`src/rtl/vending_pkg.sv`:
```
// Shared coin encodings, coin values, FSM state type and width defaults
// for the change dispenser.
package vending_pkg;

  localparam int DEF_AMT_W = 8;
  localparam int DEF_CNT_W = 6;

  localparam logic [1:0] COIN_NICKEL  = 2'd0;
  localparam logic [1:0] COIN_DIME    = 2'd1;
  localparam logic [1:0] COIN_QUARTER = 2'd2;

  localparam int unsigned VAL_NICKEL  = 1;
  localparam int unsigned VAL_DIME    = 2;
  localparam int unsigned VAL_QUARTER = 5;

  typedef enum logic [2:0] {
    S_IDLE,
    S_SELECT,
    S_ISSUE,
    S_DONE,
    S_SHORT
  } state_t;

  function automatic int unsigned coin_value(input logic [1:0] sel);
    case (sel)
      COIN_QUARTER: return VAL_QUARTER;
      COIN_DIME:    return VAL_DIME;
      COIN_NICKEL:  return VAL_NICKEL;
      default:      return 0;
    endcase
  endfunction

endpackage

```
`src/rtl/vending_coin_inventory.sv`:
```
// Three saturating per-denomination coin counters: reset load, refill add,
// and one-coin dispense decrement, all of which may coincide in one cycle.
module vending_coin_inventory
  import vending_pkg::*;
#(
  parameter int CNT_W  = DEF_CNT_W,
  parameter int INIT_Q = 20,
  parameter int INIT_D = 20,
  parameter int INIT_N = 20
) (
  input  logic             clock,
  input  logic             rst,
  input  logic             refill_valid,
  input  logic [1:0]       refill_sel,
  input  logic [CNT_W-1:0] refill_cnt,
  input  logic             take_valid,
  input  logic [1:0]       take_sel,
  output logic [CNT_W-1:0] inv_q,
  output logic [CNT_W-1:0] inv_d,
  output logic [CNT_W-1:0] inv_n
);

  // One extra bit holds inv + refill; a take only ever follows a nonzero count.
  function automatic logic [CNT_W-1:0] bump(input logic [CNT_W-1:0] cur,
                                            input logic add,
                                            input logic [CNT_W-1:0] cnt,
                                            input logic sub);
    logic [CNT_W:0] sum;
    sum = {1'b0, cur} + (add ? {1'b0, cnt} : '0) - (CNT_W+1)'(sub);
    return sum[CNT_W] ? '1 : sum[CNT_W-1:0];
  endfunction

  always_ff @(posedge clock or posedge rst) begin
    if (rst) begin
      inv_q <= CNT_W'(INIT_Q);
      inv_d <= CNT_W'(INIT_D);
      inv_n <= CNT_W'(INIT_N);
    end else begin
      inv_q <= bump(inv_q, refill_valid && (refill_sel == COIN_QUARTER), refill_cnt,
                    take_valid && (take_sel == COIN_QUARTER));
      inv_d <= bump(inv_d, refill_valid && (refill_sel == COIN_DIME), refill_cnt,
                    take_valid && (take_sel == COIN_DIME));
      inv_n <= bump(inv_n, refill_valid && (refill_sel == COIN_NICKEL), refill_cnt,
                    take_valid && (take_sel == COIN_NICKEL));
    end
  end

endmodule

```
`src/rtl/vending_change_dispenser.sv`:
```
// Change payout controller: accepts an amount, then drives the hopper one
// coin at a time, largest coin first, ending with a done or short pulse.
module vending_change_dispenser
  import vending_pkg::*;
#(
  parameter int AMT_W  = DEF_AMT_W,
  parameter int CNT_W  = DEF_CNT_W,
  parameter int INIT_Q = 20,
  parameter int INIT_D = 20,
  parameter int INIT_N = 20
) (
  input  logic             clock,
  input  logic             rst,
  input  logic             req_valid,
  input  logic [AMT_W-1:0] req_amt,
  output logic             req_ready,
  output logic             coin_valid,
  output logic [1:0]       coin_sel,
  input  logic             coin_ack,
  input  logic             refill_valid,
  input  logic [1:0]       refill_sel,
  input  logic [CNT_W-1:0] refill_cnt,
  output logic             done,
  output logic             short,
  output logic [AMT_W-1:0] short_amt,
  output logic [CNT_W-1:0] inv_q,
  output logic [CNT_W-1:0] inv_d,
  output logic [CNT_W-1:0] inv_n
);

  state_t           state;
  logic [AMT_W-1:0] remaining;
  logic             take;

  assign take = (state == S_ISSUE) && coin_valid && coin_ack;

  vending_coin_inventory #(
    .CNT_W  (CNT_W),
    .INIT_Q (INIT_Q),
    .INIT_D (INIT_D),
    .INIT_N (INIT_N)
  ) u_inv (
    .clock        (clock),
    .rst          (rst),
    .refill_valid (refill_valid),
    .refill_sel   (refill_sel),
    .refill_cnt   (refill_cnt),
    .take_valid   (take),
    .take_sel     (coin_sel),
    .inv_q        (inv_q),
    .inv_d        (inv_d),
    .inv_n        (inv_n)
  );

  always_ff @(posedge clock or posedge rst) begin
    if (rst) begin
      state      <= S_IDLE;
      req_ready  <= 1'b1;
      coin_valid <= 1'b0;
      coin_sel   <= COIN_NICKEL;
      done       <= 1'b0;
      short      <= 1'b0;
      short_amt  <= '0;
      remaining  <= '0;
    end else begin
      done  <= 1'b0;
      short <= 1'b0;
      case (state)
        S_IDLE: begin
          req_ready <= 1'b1;
          if (req_ready && req_valid) begin
            req_ready <= 1'b0;
            remaining <= req_amt;
            short_amt <= '0;
            state     <= S_SELECT;
          end
        end
        S_SELECT: begin
          if (remaining == '0) begin
            state <= S_DONE;
          end else if (remaining >= AMT_W'(VAL_QUARTER) && inv_q != '0) begin
            coin_sel <= COIN_QUARTER;
            state    <= S_ISSUE;
          end else if (remaining >= AMT_W'(VAL_DIME) && inv_d != '0) begin
            coin_sel <= COIN_DIME;
            state    <= S_ISSUE;
          end else if (remaining >= AMT_W'(VAL_NICKEL) && inv_n != '0) begin
            coin_sel <= COIN_NICKEL;
            state    <= S_ISSUE;
          end else begin
            state <= S_SHORT;
          end
        end
        // coin_valid rises one cycle after entering, which sets the k+2 latency.
        S_ISSUE: begin
          if (!coin_valid) begin
            coin_valid <= 1'b1;
          end else if (coin_ack) begin
            coin_valid <= 1'b0;
            remaining  <= remaining - AMT_W'(coin_value(coin_sel));
            state      <= S_SELECT;
          end
        end
        S_DONE: begin
          done  <= 1'b1;
          state <= S_IDLE;
        end
        S_SHORT: begin
          short     <= 1'b1;
          short_amt <= remaining;
          state     <= S_IDLE;
        end
        default: state <= S_IDLE;
      endcase
    end
  end

endmodule

```
`config.mk`:
```
export PLATFORM = sky130hd
export DESIGN_NAME = vending_change_dispenser
export DESIGN_NICKNAME = d
export VERILOG_FILES = /design/src/rtl/vending_pkg.sv /design/src/rtl/vending_coin_inventory.sv /design/src/rtl/vending_change_dispenser.sv
export SDC_FILE = /design/constraint.sdc
export NUM_CORES = 1
export LEC_CHECK = 0
export ABC_AREA = 1
export BUFFER_PORTS_ARGS = -buffer_cell sky130_fd_sc_hd__buf_4
export CELL_PAD_IN_SITES_DETAIL_PLACEMENT = 0
export CELL_PAD_IN_SITES_GLOBAL_PLACEMENT = 1
export CORE_MARGIN = 2
export CORE_UTILIZATION = 41
export CTS_CLUSTER_SIZE = 14
export DETAILED_ROUTE_END_ITERATION = 12
export PLACE_DENSITY_LB_ADDON = 0.08
export SLEW_MARGIN = 15
export SYNTH_ARGS = -nofsm -noshare
export SYNTH_HDL_FRONTEND = slang
export SYNTH_SLANG_ARGS = --single-unit
```
`constraint.sdc`:
```
create_clock -name clock -period 3.15 [get_ports clock]
set_input_delay 0.315 -clock clock [delete_from_list [all_inputs] [get_ports clock]]
set_output_delay 0.315 -clock clock [all_outputs]
set_load 0.05 [all_outputs]
```
==> metrics.md <==
| Metric | Value |
|---|---|
| Status | `finished, final reports clean` |
| Via/cell ratio | `4.66` |
| Post-synth EDFFs | `0` |
| FF-to-FF setup slack | `0.34 ns` |
| Worst flop-to-flop path startpoint | `state[0]` |
| Initial antenna violation count | `0` |
| Setup Buffers After CTS | `0` |
| Vias in the first global route | `2928` |
| RSZ-0062 raised after global routing | `false` |
| Design Area, Final | `roughly 0.0039 mm^2` |
| Synth top area cells | `dfrtp_1, ha_1, inv_1, nand2_1, dfstp_2` |
| Max Cap Viol | `0` |
| Share of cells above drive strength 1 | `15.4%` |
| #FFs+latches synth | `43` |
| Synth top area share | `between 20 and 30%` |
| Final Critical Period | `between 2 and 3 ns` |
| Crit path kind | `reg2reg` |
| Async SR Flop Fraction | `between 90% and 100%` |
| FF-to-FF path depth | `16` |
| Antenna Cells | `0` |
| Post-DP HPWL | `around 6.3 mm` |
| Clk slew on worst S/H paths | `0.08 ns` |
| Routed via count | `2889` |
| Global-route usage over all layers | `19.1%` |
| Routed len/inst | `around 12 um` |
| Core Rows | `32` |
| CP required | `3.32 ns` |
| FF-to-FF End | `u_inv.inv_n[5]` |
| Die H | `94.0 um` |
| Synthesized netlist cell count | `around 460` |
| CP most frequent cell | `inv_1` |
| Initial core utilization | `42.7%` |
| # setup viols final | `0` |
| Die W | `94.0 um` |
| # clock sinks | `43` |
| CTS Buf Count | `5` |
| Crit. End Element | `register` |
| Syn_area_per_cell | `7.24 um^2` |
| Grt ovf | `0` |
| Power Density | `1030 mW/mm^2` |
| H-Tree Depth | `2` |
| Sequential fraction of the synthesis area | `between 30% and 40%` |
| First-pass DRT Iterations | `4` |
| Largest net degree at the start of global routing | `44` |
| Crit start category | `register` |
| Drt total wl | `7.59 mm` |
| Ys flop type | `dfrtp_1` |
| Max Root-Sink Buffers | `2` |
| # hold bufs at CTS | `0` |
| Synth cell types | `31` |
| Worst path cell trace | `nor2_2 > nand2_4 > inv_1 > nand3_1 > nor3_1 > ha_1 > inv_1 > ha_1 > inv_1 > fa_1 > inv_1 > nand4_1 > nand3_1 > nand2_1 > nand2_1 > nand3_1` |
| Crit path largest cell delay | `between 0.4 and 0.5 ns` |
| Max Clock Skew | `0.00893 ns` |
| Syn nets | `522` |
| CP arrival | `2.98 ns` |
| LEAKAGE | `2.23 nW` |
| TritonCTS clock tree | `done` |
| Core ar. | `0.00777 mm^2` |
| # IOs | `53` |
| Cell area after synthesis | `0.00332 mm^2` |
| Max_slew headroom | `62.0%` |
| Max rail drop VDD | `0.516 mV` |
| Dpl cell area | `0.00383 mm^2` |
| Critical-path top delay cell | `dfrtp_1` |
| Crit share post-route | `89.2%` |
| Die area | `0.00883 mm^2` |
| Setup TNS | `0 ns` |
| Worst slew pin tran | `0.570 ns` |
| CTS root buffer | `clkbuf_8` |
| Clk Latency, worst-skew pair | `just under 0.3 ns` |
| Fin nets | `581` |
| First DRT Iteration DRCs | `91` |
| Final Core Density | `50.5%` |
| GP Congestion | `0.824` |
| Post-synth top area cell | `dfrtp_1` |
| First-pass GRT wire length | `roughly 13 mm` |
| ANT nets after route | `0` |
| Hold crit path type | `in2async` |
| DRC viols | `0` |
| Fin. max-slew vios | `0` |
| Peak Freq | `0.356 GHz` |
| Commonest non-fill, non-tap cells in the layout | `inv_1, nand2_1, buf_4` |
| Area Overhead vs Synth | `18.3%` |
| Worst-path maximum fanout | `11` |
| Yosys warning count | `0` |
| Final hold viol count | `0` |
| I/O Buffers | `between 50 and 60` |
[kinds of logic after synthesis]
| logic type | Yosys count | share of synthesized area (%) |
|---|---|---|
| AO/OA/AOI/OAI | 42 | 7.01 |
| XOR/XNOR | 8 | 2.11 |
| adder cells (fa/ha/maj) | 43 | 17.1 |
| buffers and inverters | 114 | 13.3 |
| flip-flops | 43 | 32.7 |
| AND/OR/NAND/NOR | 208 | 27.7 |
[state kept, by name, summed over array words and instances (netlist names)]
| name | count |
|---|---|
| req_ready | 1 |
| u_inv.inv_n | 6 |
| done | 1 |
| short_amt | 8 |
| u_inv.inv_q | 6 |
| u_inv.inv_d | 6 |
| coin_valid | 1 |
| remaining | 8 |
| state | 3 |
| coin_sel | 2 |
| short | 1 |
[Yosys cell counts, types with 3 or more instances]
cell	number
a21oi_1	8
a31oi_1	4
dfrtp_1	36
dfstp_2	7
fa_1	4
ha_1	39
inv_1	109
nand2_1	108
nand2_2	3
nand3_1	27
nand4_1	15
nor2_1	41
nor3_1	5
o21ai_0	14
o21ai_1	9
o21bai_1	6
xnor2_1	3
xor2_1	5
[how the worst max path moves through the flow]
| stage | start | to | slack (ns) | cells past startpoint |
|---|---|---|---|---|
| 5_1_grt | state[0] | u_inv.inv_q[2] | 0.01 | 16 |
| 3_5_place_dp | state[0] | u_inv.inv_n[5] | 0.30 | 16 |
| 3_3_place_gp | state[0] | u_inv.inv_q[5] | 0.39 | 16 |
| 6_report | state[0] | u_inv.inv_n[5] | 0.34 | 16 |
| 4_1_cts | state[0] | u_inv.inv_n[5] | 0.29 | 16 |
| 2_1_floorplan | coin_sel[0] | u_inv.inv_d[5] | 0.53 | 15 |
[critical path: cells and delay by family, from the launching register on]
kind	cells	cell delay (ns)
fa+ha+maj	3	0.83
buf+inv	4	0.31
flops	1	0.45
simple gates	9	1.12
[area by class of cell]
type,instances,area (um^2)
fill,819,3840
clock inverter,2,12.5
tap,102,128
sequential,43,1080
clock buffer,6,72.6
multi-input combinational,301,1800
timing repair buffer,55,413
inverter,111,419
[per-layer routing]
metal,track usage [%],up-vias,part of all wire (%)
li1,-,1546,-
met1,25.9,1303,50
met2,32.5,33,47
met3,2.25,7,2.5
met4,4.59,0,1.1
met5,0,-,0
[metrics by stage]
stage	setup slack [ns]	total power, mW	hold WS, ns	std cells
2_1_floorplan	0.534	3.05	0.452	458
3_3_place_gp	0.395	3.69	0.475	612
3_5_place_dp	0.298	3.71	0.467	612
4_1_cts	0.291	4.07	0.181	620
5_1_grt	0.0123	4.53	0.213	620
6_report	0.340	4.03	0.154	620
[repair_timing]
item	CTS	global route
endpoints found under the hold margin	0	0
setup endpoints to repair	0	4
resized for setup	0	1
[report_power, final]
group | internal, mW | switching, mW
Sequential | 0.774 | 0.202
Clock | 0.155 | 0.190
Combinational | 0.945 | 1.77
Total | 1.87 | 2.16
(Power assumes the default switching activity.)
